===== src/rtl/edge_feeder.sv =====
// Edge feeder: buffers incoming array columns in a small FIFO and launches them into the
// left edge of the PE array with a diagonal skew. Lane y sees its word y cycles after lane 0.
// A frame ends with a column flagged last. After that column is popped, no further column
// is popped until that column's word has reached the final lane.
//
// Ports
//   clk        : clock; all state updates on its rising edge
//   reset_l    : asynchronous active-low reset
//   en         : advance enable; when low, the read side, skew pipe, FSM and counters hold
//   in_valid   : in_data / in_last hold a column
//   in_ready   : FIFO has room (registered; no combinational path from in_valid or en)
//   in_data    : one column; lane y is at bits [y*2*DW +: 2*DW], packed {field1, field0}
//   in_last    : the column is the final column of a frame
//   lane_data  : skewed words to the array row inputs, same lane packing as in_data
//   lane_valid : per-lane word valid
//   busy       : a frame is in flight (RUN or DRAIN)
//   done       : high in the cycle the last column's word is on the final lane
//   issued_cnt : number of columns popped since reset (wraps)
module edge_feeder #(
   parameter int unsigned YMAX  = 3,
   parameter int unsigned DW    = 16,
   parameter int unsigned DEPTH = 4
) (
   input  logic                 clk,
   input  logic                 reset_l,
   input  logic                 en,
   input  logic                 in_valid,
   output logic                 in_ready,
   input  logic [YMAX*2*DW-1:0] in_data,
   input  logic                 in_last,
   output logic [YMAX*2*DW-1:0] lane_data,
   output logic [YMAX-1:0]      lane_valid,
   output logic                 busy,
   output logic                 done,
   output logic [15:0]          issued_cnt
);

   localparam int unsigned WW = 2 * DW;
   localparam int unsigned AW = (DEPTH > 1) ? $clog2(DEPTH) : 1;
   localparam int unsigned CW = (YMAX > 1) ? $clog2(YMAX) : 1;

   typedef enum logic [1:0] {StIdle, StRun, StDrain} state_e;

   state_e          state_q, state_d;
   logic [CW-1:0]   drain_q, drain_d;

   logic [YMAX*WW-1:0] mem_q [DEPTH];
   logic [DEPTH-1:0]   last_mem_q;
   logic [AW-1:0]      wr_ptr_q, rd_ptr_q;
   logic [AW:0]        count_q, count_d;
   logic               in_ready_q;
   logic [15:0]        issued_q;
   logic [YMAX-1:0]    last_pipe_q;

   logic               push, pop;
   logic [YMAX*WW-1:0] head_data;
   logic               head_last;

   assign push      = in_valid & in_ready_q;
   assign pop       = en & (count_q != '0) & (state_q != StDrain);
   assign head_data = mem_q[rd_ptr_q];
   assign head_last = last_mem_q[rd_ptr_q];

   // ---------------------------------------------------------------- column FIFO
   always_comb begin
      count_d = count_q;
      if (push && !pop) begin
         count_d = count_q + (AW + 1)'(1);
      end else if (!push && pop) begin
         count_d = count_q - (AW + 1)'(1);
      end
   end

   // Storage is not reset; only entries below the write pointer are ever read.
   always_ff @(posedge clk) begin
      if (push) begin
         mem_q[wr_ptr_q]      <= in_data;
         last_mem_q[wr_ptr_q] <= in_last;
      end
   end

   always_ff @(posedge clk or negedge reset_l) begin
      if (!reset_l) begin
         wr_ptr_q   <= '0;
         rd_ptr_q   <= '0;
         count_q    <= '0;
         in_ready_q <= 1'b1;
         issued_q   <= '0;
      end else begin
         count_q    <= count_d;
         in_ready_q <= (count_d != (AW + 1)'(DEPTH));
         if (push) begin
            wr_ptr_q <= wr_ptr_q + AW'(1);
         end
         if (pop) begin
            rd_ptr_q <= rd_ptr_q + AW'(1);
            issued_q <= issued_q + 16'd1;
         end
      end
   end

   assign in_ready   = in_ready_q;
   assign issued_cnt = issued_q;

   // ---------------------------------------------------------------- frame FSM
   always_comb begin
      state_d = state_q;
      drain_d = drain_q;
      if (en) begin
         unique case (state_q)
            StIdle, StRun: begin
               if (pop) begin
                  if (head_last) begin
                     // With a single lane the last word is already on the final lane.
                     if (YMAX > 1) begin
                        state_d = StDrain;
                        drain_d = CW'(YMAX - 1);
                     end else begin
                        state_d = StIdle;
                     end
                  end else begin
                     state_d = StRun;
                  end
               end
            end
            StDrain: begin
               drain_d = drain_q - CW'(1);
               if (drain_q <= CW'(1)) begin
                  state_d = StIdle;
               end
            end
            default: state_d = StIdle;
         endcase
      end
   end

   always_ff @(posedge clk or negedge reset_l) begin
      if (!reset_l) begin
         state_q <= StIdle;
         drain_q <= '0;
      end else begin
         state_q <= state_d;
         drain_q <= drain_d;
      end
   end

   assign busy = (state_q != StIdle);

   // ---------------------------------------------------------------- skew pipeline
   // Lane y owns y+1 stages; stage 0 is loaded from the head column on pop, stage y drives
   // the lane output. Stage 0 data holds when nothing is popped, only its valid clears.
   for (genvar y = 0; y < YMAX; y++) begin : g_lane
      logic [WW-1:0] dq_q [y+1];
      logic [y:0]    vq_q;

      always_ff @(posedge clk or negedge reset_l) begin
         if (!reset_l) begin
            for (int k = 0; k <= y; k++) begin
               dq_q[k] <= '0;
            end
            vq_q <= '0;
         end else if (en) begin
            vq_q[0] <= pop;
            if (pop) begin
               dq_q[0] <= head_data[y*WW +: WW];
            end
            for (int k = 1; k <= y; k++) begin
               dq_q[k] <= dq_q[k-1];
               vq_q[k] <= vq_q[k-1];
            end
         end
      end

      assign lane_data[y*WW +: WW] = dq_q[y];
      assign lane_valid[y]         = vq_q[y];
   end

   // The last flag rides alongside the final lane so done lines up with its word.
   always_ff @(posedge clk or negedge reset_l) begin
      if (!reset_l) begin
         last_pipe_q <= '0;
      end else if (en) begin
         last_pipe_q[0] <= pop & head_last;
         for (int k = 1; k < YMAX; k++) begin
            last_pipe_q[k] <= last_pipe_q[k-1];
         end
      end
   end

   assign done = last_pipe_q[YMAX-1];

endmodule


===== config.mk =====
export PLATFORM = sky130hd
export DESIGN_NAME = edge_feeder
export DESIGN_NICKNAME = d
export VERILOG_FILES = /design/src/rtl/edge_feeder.sv
export SDC_FILE = /design/constraint.sdc
export NUM_CORES = 1
export LEC_CHECK = 0
export CAP_MARGIN = 0
export CORE_ASPECT_RATIO = 0.9
export CORE_MARGIN = 2
export CORE_UTILIZATION = 51
export CTS_BUF_LIST = sky130_fd_sc_hd__clkbuf_2
export DETAILED_ROUTE_END_ITERATION = 7
export PLACE_DENSITY = 0.72
export RECOVER_POWER = 50
export SYNTH_ARGS = -nofsm -noshare
export SYNTH_HDL_FRONTEND = slang
export SYNTH_SLANG_ARGS = --single-unit

===== constraint.sdc =====
create_clock -name clk -period 9.2 [get_ports clk]
set_input_delay 0.92 -clock clk [delete_from_list [all_inputs] [get_ports clk]]
set_output_delay 0.92 -clock clk [all_outputs]
set_load 0.1 [all_outputs]

# Word level (Yosys, flattened, before mapping)
# Memories as Yosys holds them, arrays and structs flattened. A register that Yosys moved wholly into a read port is not among the register bits.
# Cells that the tools add are included.
# word_totals
regBits	137
mem_bits_rw	384
output_inout_bits	118
elab_cells	67
mem_count	1
# mem_list
name	depth	width	read_ports	rd_clocked_by_memory_dff	write_ports	line	source
mem_q	4	96	1	1	1	47	logic [YMAX*WW-1:0] mem_q [DEPTH];
# classes
addsub	6
magnitude_cmp	4
n_eq_ne	7
muxes	16
n_bitwise	4
reduce_logical	14
# ops
op	count
16-bit by 1-bit adder with 16-bit output (second input constant)	1
2-bit 2-to-1 mux	5
2-bit != test (second input constant)	4
2-bit case mux with 2 select lines	2
2-bit by 3-bit < comparator with 1-bit output (second input constant)	2
3-bit 2-to-1 mux	2
2-bit by 1-bit adder with 2-bit output (second input constant)	2
1-bit bitwise AND	4
4-bit bitwise mux	1
1-bit 2-to-1 mux	4
4-bit AND reduction	1
2-bit nonzero test	2
3-bit by 1-bit adder with 3-bit output (second input constant)	1
1-bit logical AND	3
1-bit zero test	3
3-bit != test (second input constant)	1
3-bit AND reduction	1
3-bit nonzero test	1
3-bit by 1-bit subtractor with 3-bit output (second input constant)	1
1-bit binary-select mux with 2-bit select	1
1-bit demux with 2-bit select	1
2-bit by 1-bit equality test with 1-bit output (second input constant)	1
2-bit equality test (second input constant)	1
2-bit by 1-bit greater-or-equal comparator with 1-bit output (second input constant)	1
5 further kinds	5

# Depth between registers and ports, before layout
# Gate-level depths: netlist (run 1).
# logic_depth
ltp_word	7
depth_mapped	9
depth_no_buf	6

# Worst setup path before layout (run 1)
# No wires, ideal clock.
# synth_timing
kind	reg2reg
startpoint	reg in_ready_q, in the netlist in_ready
endpoint	reg last_mem_q[3], enable pin
setup_ps	467
arrival_time_ps	3285
path_slack_ps	5447
path_stages_with_launch	2
path_buffers	0
period_less_slack_ps	3753
cell_sequence	dfstp_2 and3_1
# synth_between
elab_chain_len	1
# synth_lines
element	line	source
from (decl)	51	logic in_ready_q;
from (signal assigned)	91	in_ready_q <= (count_d != (AW + 1)'(DEPTH));
1-bit bitwise AND	59	assign push = in_valid & in_ready_q;
to (signal, indexed assignment)	78	last_mem_q[wr_ptr_q] <= in_last;
to (decl)	48	logic [DEPTH-1:0] last_mem_q;
# Every way passes these cells.
# A chain may end at the register's enable or synchronous reset.

# Final worst setup path (run 1)
# layout_timing
startpoint	in en
endpoint	reg in_ready_q, in the netlist in_ready
# layout_between
elab_chain_len	6
elab_cells_between_ends	8
cone_classes	1 x eq/ne; 2 x mux; 2 x bitwise; 3 x reduce/logical
# layout_lines
element	line	source
from (decl)	26	input logic en,
1-bit bitwise AND * (2 in a row)	60	assign pop = en & (count_q != '0) & (state_q != StDrain);
1-bit logical AND or 1-bit zero test (tied branches)	69, 67	
3-bit 2-to-1 mux or 1-bit logical AND (tied branches)	69, 67	
3-bit 2-to-1 mux *	67	if (push && !pop) begin
named net count_d[1]	50	logic [AW:0] count_q, count_d;
3-bit != test *	91	
# Mark *: on every way through the listed nets, which the timed path passes. The rest lies on a longest branch.

==> run metrics, run 1 <==
status finished, violations left; violations in the final reports capacitance limit, slew limit; total standard cell area after synthesis 0.0232 mm²; worst path bufs/invs 2; fraction of synthesized cell area taken by the top area cell type 50.2%; number of global-route vias before repair 12700; reg2reg end mem_q[0][25]$_DFFE_PP_; area of the core 0.0452 mm²; Critical Path Start Type input port; TritonCTS buffer count 150; Fmax achieved 0.164 GHz; RSZ-0062 raised after global routing false; dominant cell by count in the synthesized netlist edfxtp_1; WHS Path Cells 1; element type at the critical path end register; met3 wire length 3190 µm; beginning of the critical path en; Post-CTS Repair Setup Buffers 0; drt wl/cell 19.3 µm; startpoint-to-endpoint class of the critical path in -> reg; largest net degree at the start of global routing 115; Final nets 1700; Synth warnings 0; cell accounting for the most synthesized area edfxtp_1; die area 0.0472 mm²; worst r2r path cells 2; count of endpoints failing setup in the final report 0; CTS tree done; number of enable-type register cells in the synthesized netlist just under 400; Clock Skews ~62 ps; Worst Hold End issued_cnt[15]$_DFFE_PN0N_; # Max-Cap Violations 3; Hold Violations, Final 0; Tightest Hold Check Type reg -> reg; post-DR vias/cell roughly 5.2; most common flop cell mapped by yosys edfxtp_1; die width 229 µm; worst skew pair latency 1100 ps; drt first pass iters 7; wire length on met1 18400 µm; met2 routed WL 22700 µm; highest routed metal layer met5; Detail Route Antenna Nets 0; worst-case register-to-register setup slack 5860 ps; ratio of cells with drive above 1 in the final layout 27.1%; Crit-path slowest cell clkbuf_1; arrival time worst endpoint 7080 ps; Synth Register Bits 614; Worst slew margin -144%; Initial Utilization 51.3%; power per unit of standard cell area 369 mW/mm²; initial detailed-routing violation count 701; Remaining Overflow, GRT 0; Synth top cells by count edfxtp_1 (388), nand2_1 (304), dfrtp_1 (225); post-detail-place hpwl 25700 µm; launching point of the worst reg2reg path in_ready$_DFF_PN1_; Worst path most repeated cell clkbuf_1; Clk pin slew, worst setup/hold paths 100 ps; average instance area after synthesis 17.4 µm²; boundary pin count 219; transition time of the tightest slew-check pin 3660 ps; most area-consuming cells after synthesis edfxtp_1 (50%), dfrtp_1 (24%), mux4_2 (9.4%), nand2_1 (4.9%), mux2_2 (4.9%); number of antenna violations at the first check in global routing 14; clock root buffer master clkbuf_2; number of nets produced by synthesis 1440; Leak Pwr 0.0106 µW; Worst path top cell family by delay buffers and inverters; Placement Cell Area 0.0255 mm²; post-route minimum period ~6100 ps; Num Clock Sinks between 600 and 700; CTS H-Tree Depth 4; start point of the worst min-delay path issued_cnt[15]$_DFFE_PN0N_; post-route cell area 0.0270 mm²; post-route fraction of the period consumed by the critical path 66.2%; DRC errors left 0; cells traversed along the worst timing path clkbuf_1 > clkbuf_1 > a41oi_1 > o32ai_1 > nand4bb_1; quantity of I/O buffers inserted on ports 218; share of the yosys chip area belonging to registers 74.6%; final estimated routing congestion in global placement 0.756; first-pass GRT wire length 69800 µm; longest individual stage delay on the worst path 2720 ps; floorplan row count 74; floorplan die height 206 µm; final count of pins violating max slew 154; share of synthesized flip-flops with an asynchronous set or reset 36.8%; total negative slack for setup checks 0 ps; data required time of the worst path 10200 ps; peak supply drop 0.000276 V; synthesized netlist cell count 1330; area growth from synthesis to final layout 16.4%; DR vias about 12000; wirelength, routed 45000 µm; largest fanout on the critical path 70; CTS Hold Buffers Added 1; cts repair resizes 0; number of buffers between clock root and the deepest sink 3; Synth cell types 46; GRT Resource Usage Total 19.6%
## kinds of logic after synthesis
| group | count (synthesis) | share of synthesized area, % |
|---|---|---|
| flip-flops | 614 | 74.6 |
| AND/OR/NAND/NOR | 339 | 5.90 |
| multiplexers | 198 | 14.3 |
| buffers and inverters | 131 | 3.29 |
| XOR/XNOR | 20 | 0.755 |
| AO/OA/AOI/OAI | 19 | 0.642 |
| adder cells (fa/ha/maj) | 9 | 0.485 |
## layer usage
metal | global-route usage, % | vias to the layer above
li1 | - | 5468
met1 | 25.4 | 6115
met2 | 32.0 | 351
met3 | 5.78 | 78
met4 | 6.56 | 14
met5 | 0 | -
## worst reg2reg max path: stages (launching register included)
cell and delay (ps):
dfstp_1 730, and3_1 1090, buf_4 1030
## area by class of cell
class	instances	area [µm²]
antenna	5	12.5
clock buffer	231	1160
clock inverter	44	283
fill	3506	18200
inverter	8	32.5
multi-input combinational	585	5150
sequential	614	17300
tap	608	761
timing repair buffer	231	2270
## through the flow
step / utilization [%] / worst slack (ps) / total power (µW) / hold slack (ps) / instances
CTS: 59.7 / 5220 / 10100 / 297 / 2321
finish: 59.7 / 3110 / 9960 / 471 / 2326
floorplan: - / 5450 / 7430 / 440 / 1330
detailed placement: 56.5 / 5640 / 8260 / 457 / 2045
global placement: 56.5 / 5680 / 8190 / 453 / 2045
global route: 59.7 / 2820 / 10500 / 376 / 2322
## worst max path at each step
stage,to,cells past startpoint,slack [ps]
after floorplan,last_mem_q[3]$_DFFE_PP_,1,5450
after global placement,mem_q[1][87]$_DFFE_PP_,3,5680
after detailed placement,mem_q[3][87]$_DFFE_PP_,3,5640
after CTS,in_ready,1,5220
after global routing,in_ready$_DFF_PN1_,5,2820
final,in_ready$_DFF_PN1_,5,3110
## state kept, by name (all words and copies together) (netlist names), 3 cells and up
signal       cells
last_mem_q       4
g_lane.vq_q      3
issued_cnt      16
lane_data       64
last_pipe_q      3
mem_q          384
count_q          3
g_lane.dq_q    128
## placed cells by master, fill, tap and decap left out, types with 3 or more instances in the layout
master	instances
edfxtp_1	388
nand2_1	304
clkbuf_2	231
dfrtp_1	223
clkdlybuf4s50_1	119
mux2_2	100
dlygate4sd3_1	98
mux4_2	97
clkinv_1	28
xnor2_1	12
buf_4	10
ha_1	9
xor2_1	8
inv_1	7
clkinv_2	7
diode_2	5
and3_1	4
nor2_1	4
inv_2	4
bufinv_16	4
a31oi_1	3
nand3_1	3
nand4_1	3
nor4_1	3
clkbuf_1	3
## power by group
group	total (µW)	switching, µW	internal (µW)	leakage, µW
Sequential	4200	449	3750	0.00633
Combinational	3930	2700	1230	0.00314
Clock	1830	1050	779	0.00110
Total	9960	4200	5760	0.0106
Note: power is estimated with default switching activity, not from simulation.
==> inputs of run 2 (changes only) <==
==> constraint.sdc (replaced) <==
create_clock -name clk -period 6.25 [get_ports clk]
set_input_delay 0.625 -clock clk [delete_from_list [all_inputs] [get_ports clk]]
set_output_delay 0.625 -clock clk [all_outputs]
set_load 0.1 [all_outputs]
==> run 2 against run 1 <==
Compared with the run above:
- the run still ends with capacitance limit, slew limit left
- utilization about the same
- critical path depth decreased by 4
- sequential share of layout area about the same
- sequential cell count unchanged
- non-clock buffer count unchanged
- final cell count about the same
- via count about the same
- global-route usage increased by 0.13 points
- register-to-register slack got worse by 2300 ps
- largest cell class unchanged
- largest power group unchanged
==> run metrics, run 2 (same netlist as run 1, synthesis figures left out) <==
Leak Pwr 0.0105 µW; area of the core 0.0452 mm²; Remaining Overflow, GRT 0; peak supply drop 0.000447 V; Detail Route Antenna Nets 0; drt first pass iters 5; Final nets 1698; largest fanout on the critical path 8; Hold Violations, Final 0; number of global-route vias before repair 12700; first-pass GRT wire length slightly above 70000 µm; RSZ-0062 raised after global routing false; launching point of the worst reg2reg path rd_ptr_q[0]$_DFFE_PN0N_; final count of pins violating max slew 63; status finished, violations left; CTS tree done; Worst slew margin -122%; Num Clock Sinks 614; Clock Skews ~70 ps; worst-case register-to-register setup slack 3520 ps; leading cell types in the layout, fill and taps excluded edfxtp_1 (388), nand2_1 (304), clkbuf_2 (227); portion of total power attributed to the clock network around 18%; switching power summed over all nets 6190 µW; Crit-path slowest cell clkdlybuf4s50_1; floorplan die height ~210 µm; largest net degree at the start of global routing 126; drt wl/cell ~19 µm; Tightest Hold Check Type in -> async; area growth from synthesis to final layout 16.4%; post-route minimum period about 3500 ps; die width ~230 µm; worst skew pair latency between 1000 and 1500 ps; arrival time worst endpoint 2920 ps; total negative slack for setup checks 0 ps; cells traversed along the worst timing path clkdlybuf4s50_1; Initial Utilization around half; Fmax achieved roughly 0.28 GHz; violations in the final reports capacitance limit, slew limit; GRT Resource Usage Total 19.7%; number of antenna violations at the first check in global routing 19; DRC errors left 0; DR vias 12000; longest individual stage delay on the worst path 1190 ps; post-detail-place hpwl 26800 µm; share of total power in sequential cells between 40 and 50%; Worst path top cell family by delay buffers and inverters; reg2reg end drain_q[1]$_DFFE_PN0P_; Non-Filler Instances 2327; boundary pin count 219; post-DR vias/cell 5.17; quantity of I/O buffers inserted on ports 218; data required time of the worst path 5620 ps; transition time of the tightest slew-check pin 3330 ps; worst path bufs/invs 1; clock root buffer master clkbuf_2; wirelength, routed 45000 µm; element type at the critical path end output pin; switching part of the total power 42.3%; Critical Path Start Type register; placed cell count 2045; most common cell after layout, fill and taps aside edfxtp_1; CTS H-Tree Depth 4; startpoint-to-endpoint class of the critical path reg -> out; combinational power share 39.9%; initial detailed-routing violation count approximately 840; post-route fraction of the period consumed by the critical path a little under three fifths; internal power between 8000 and 9000 µW; Post-CTS Repair Setup Buffers 0; # Max-Cap Violations 1; Clk pin slew, worst setup/hold paths 110 ps; largest reg by FF count mem_q; worst r2r path cells 5; ratio of cells with drive above 1 in the final layout about 27%; power per unit of standard cell area 541 mW/mm²; die area 0.0472 mm²; count of filler cells inserted in the layout 3512; count of endpoints failing setup in the final report 0; number of buffers between clock root and the deepest sink 3; floorplan row count 74; final estimated routing congestion in global placement 0.713; TritonCTS buffer count approximately 150; number of flip-flops under the largest register name about 380
==> run 2: changes by cell type in the layout (fill, tap and decap cells not counted), sizes merged <==
cell	before	now
clkinv	35	36
clkinvlp	1	6
clkbuf	234	228
inv	12	10
diode	5	7
buf	11	13
bufinv	4	3
==> run 2: routing by layer <==
metal	GRT usage (%)	part of all wire, %	vias to the layer above
li1	-	-	5468
met2	31.4	48	343
met1	26.2	44	6143
met3	6.13	6.3	69
met5	0	0.18	-
met4	6.56	1.6	12
==> run 2: cell type report <==
type	instances	area, µm²	area share (%)
repair buffers	231	2290	8.49
flip-flops and latches	614	17300	64.1
inverters	8	32.5	0.120
diodes	7	17.5	0.0649
clock inverters	47	287	1.06
well taps	608	761	2.82
clock buffers	227	1140	4.21
multi-input cells	585	5160	19.1
==> run 2: how the worst max path moves through the flow <==
stage,startpoint,to,slack (ps),cells past startpoint
floorplan,in_ready$_DFF_PN1_,last_mem_q[3]$_DFFE_PP_,2500,1
global placement,in_valid,mem_q[3][5]$_DFFE_PP_,3050,3
detailed placement,in_valid,mem_q[3][63]$_DFFE_PP_,3050,3
CTS,state_q[0]$_DFFE_PN0P_,busy,2620,2
global route,in_ready$_DFF_PN1_,in_ready,2520,1
finish,in_ready$_DFF_PN1_,in_ready,2710,1
==> run 2: timing repair <==
| action | in CTS | in global routing |
|---|---|---|
| hold buffers | 1 | 0 |
| hold endpoints to repair | 101 | 0 |
| resized for setup | 0 | 0 |
==> run 2: power groups by stage <==
stage	Sequential (µW)	Combinational [µW]	Clock, µW
global placement	6210	5850	0
global route	6290	6170	2940
CTS	6180	5920	2740
floorplan	6910	4020	0
detailed placement	6260	5910	0
finish	6150	5830	2630
==> run 2: per-stage QoR <==
stage	hold WS (ps)	utilization (%)	instance area [µm²]	setup WS, ps	total power [µW]
global placement	454	56.6	25600	3050	12100
finish	167	59.8	27000	2710	14600
floorplan	329	-	23200	2500	10900
detailed placement	459	56.6	25600	3050	12200
global route	88.1	59.8	27000	2520	15400
CTS	14.0	59.7	27000	2620	14800
==> inputs of run 3 (changes only) <==
--- a/config.mk
+++ b/config.mk
@@ -11,7 +11,7 @@
 export CORE_UTILIZATION = 51
 export CTS_BUF_LIST = sky130_fd_sc_hd__clkbuf_2
 export DETAILED_ROUTE_END_ITERATION = 7
-export PLACE_DENSITY = 0.72
+export PLACE_DENSITY = 0.75
 export RECOVER_POWER = 50
 export SYNTH_ARGS = -nofsm -noshare
 export SYNTH_HDL_FRONTEND = slang
==> constraint.sdc (replaced) <==
create_clock -name clk -period 3 [get_ports clk]
set_input_delay 0.3 -clock clk [delete_from_list [all_inputs] [get_ports clk]]
set_output_delay 0.3 -clock clk [all_outputs]
set_load 0.1 [all_outputs]
==> run 3 against run 2 <==
Compared with the run above:
- the flow still finishes with violations (capacitance limit, slew limit)
- critical endpoint is now lane_data[7]
- register-to-register slack got worse by 2700 ps
- clock power increased by 110%
- final cell count increased by 5.0%
- count of clock-buffer cells in the layout decreased by 5
- largest power group unchanged
- combinational power increased by 110%
- largest cell class unchanged
- final area increased by 4.1%
- die area unchanged
- sequential share of layout area decreased by 2.5 points
==> run metrics, run 3 (same netlist as run 1, synthesis figures left out) <==
final estimated routing congestion in global placement 0.760; Worst slew margin -20.0%; Initial Utilization between 50 and 60%; most common cell after layout, fill and taps aside edfxtp_1; data required time of the worst path ~2700 ps; Clk pin slew, worst setup/hold paths 110 ps; Hold Violations, Final 0; wire length on met1 19600 µm; largest net degree at the start of global routing 69; number of global-route vias before repair 13200; startpoint-to-endpoint class of the critical path reg -> out; CTS tree done; area growth from synthesis to final layout 21.2%; die area 0.0472 mm²; post-route minimum period 2810 ps; post-DR vias/cell 5.13; transition time of the tightest slew-check pin between 1500 and 2000 ps; Critical Path Start Type register; largest fanout on the critical path 2; first-pass GRT wire length approximately 73000 µm; # Max-Cap Violations 2; floorplan row count 74; power per unit of standard cell area 1090 mW/mm²; Tightest Hold Check Type in -> reg; leading cell types in the layout, fill and taps excluded edfxtp_1 (388), nand2_1 (304), clkbuf_2 (224); boundary pin count 219; post-route cell area around 0.028 mm²; largest reg by FF count mem_q; worst skew pair latency 1280 ps; Worst path top cell family by delay buffers and inverters; area occupied by multi-input gates 0.00516 mm²; TritonCTS buffer count 150; number of flip-flops under the largest register name approximately 380; Post-CTS Repair Setup Buffers 0; drt wl/cell 18.8 µm; floorplan die height 206 µm; met3 wire length between 2000 and 2500 µm; drt first pass iters 5; Detail Route Antenna Nets 0; GRT Resource Usage Total 20.4%; flip-flop and latch area approximately 0.017 mm²; clock root buffer master clkbuf_2; DR vias between 10000 and 15000; total negative slack for setup checks 0 ps; number of antenna violations at the first check in global routing 6; Final nets 1821; total power draw 30600 µW; area of the core between 0.04 and 0.05 mm²; Clock Skews 83.2 ps; wirelength, routed 46000 µm; post-detail-place hpwl between 20000 and 30000 µm; post-route fraction of the period consumed by the critical path 93.7%; cells traversed along the worst timing path dlygate4sd2_1; die width 229 µm; count of endpoints failing setup in the final report 0; CTS H-Tree Depth 4; quantity of I/O buffers inserted on ports 218; Remaining Overflow, GRT 0; element type at the critical path end output pin; longest individual stage delay on the worst path 870 ps; initial detailed-routing violation count 653; arrival time worst endpoint 2510 ps; Leak Pwr approximately 0.011 µW; number of buffers between clock root and the deepest sink 3; fraction of the core area covered by cells at the end of the flow 62.2%; DRC errors left 0; count of filler cells inserted in the layout 3392; Placement Cell Area 0.0257 mm²; worst path bufs/invs 1; final count of pins violating max slew 132; Fmax achieved roughly 0.36 GHz; met2 routed WL 23100 µm; highest routed metal layer met5; peak supply drop roughly 0.0012 V; ratio of cells with drive above 1 in the final layout 30.1%; violations in the final reports capacitance limit, slew limit; status finished, violations left; Crit-path slowest cell dlygate4sd2_1; Num Clock Sinks 614
run 3: stage by stage:
stage               instances  hold slack (ps)  worst slack [ps]
floorplan                1330             4.41               324
global placement         2058              301               859
detailed placement       2058              300               796
CTS                      2438             7.25             0.265
global route             2442              138             -11.7
finish                   2443              286               188
run 3: worst paths after layout:
kind / startpoint / end / slack, ps / depth (start not counted)
max: g_lane[0].dq_q[7]$_DFFE_PN0P_ / lane_data[7] / 190 / 1
min: in_data[54] / mem_q[2][54]$_DFFE_PP_ / 290 / 2
max reg2reg: count_q[0]$_DFF_PN0_ / issued_cnt[12]$_DFFE_PN0N_ / 780 / 6
min reg2reg: g_lane[2].dq_q[71]$_DFFE_PN0P_ / g_lane[2].dq_q[71]$_DFFE_PN0P_ / 470 / 2
max in group asynchronous: reset_l / rd_ptr_q[1]$_DFFE_PN0N_ / 390 / 5
min in group asynchronous: reset_l / g_lane[2].dq_q[36]$_DFFE_PN0P_ / 1300 / 5
run 3: timing repair:
action	CTS	global route
setup endpoints to repair	41	0
hold endpoints to repair	900	0
hold buffers	109	0
gates resized for setup	45	0
run 3: layout make-up:
class / instances / area share [%]
antenna: 5 / 0.0445
clock buffer: 222 / 3.95
clock inverter: 49 / 1.07
inverter: 8 / 0.116
multi-input combinational: 585 / 18.4
sequential: 614 / 61.6
tap: 608 / 2.70
timing repair buffer: 352 / 12.2
run 3: where the power goes:
group          internal (µW)  switching [µW]
Combinational           3730            8660
Sequential             11500            1140
Clock                   2330            3220
run 3: per-layer routing:
layer  global-route usage, %  vias to the layer above
met3                    5.46                       81
met4                    8.91                        4
met1                    26.0                     6400
met2                    33.4                      322
met5                       0                        -
li1                        -                     5717
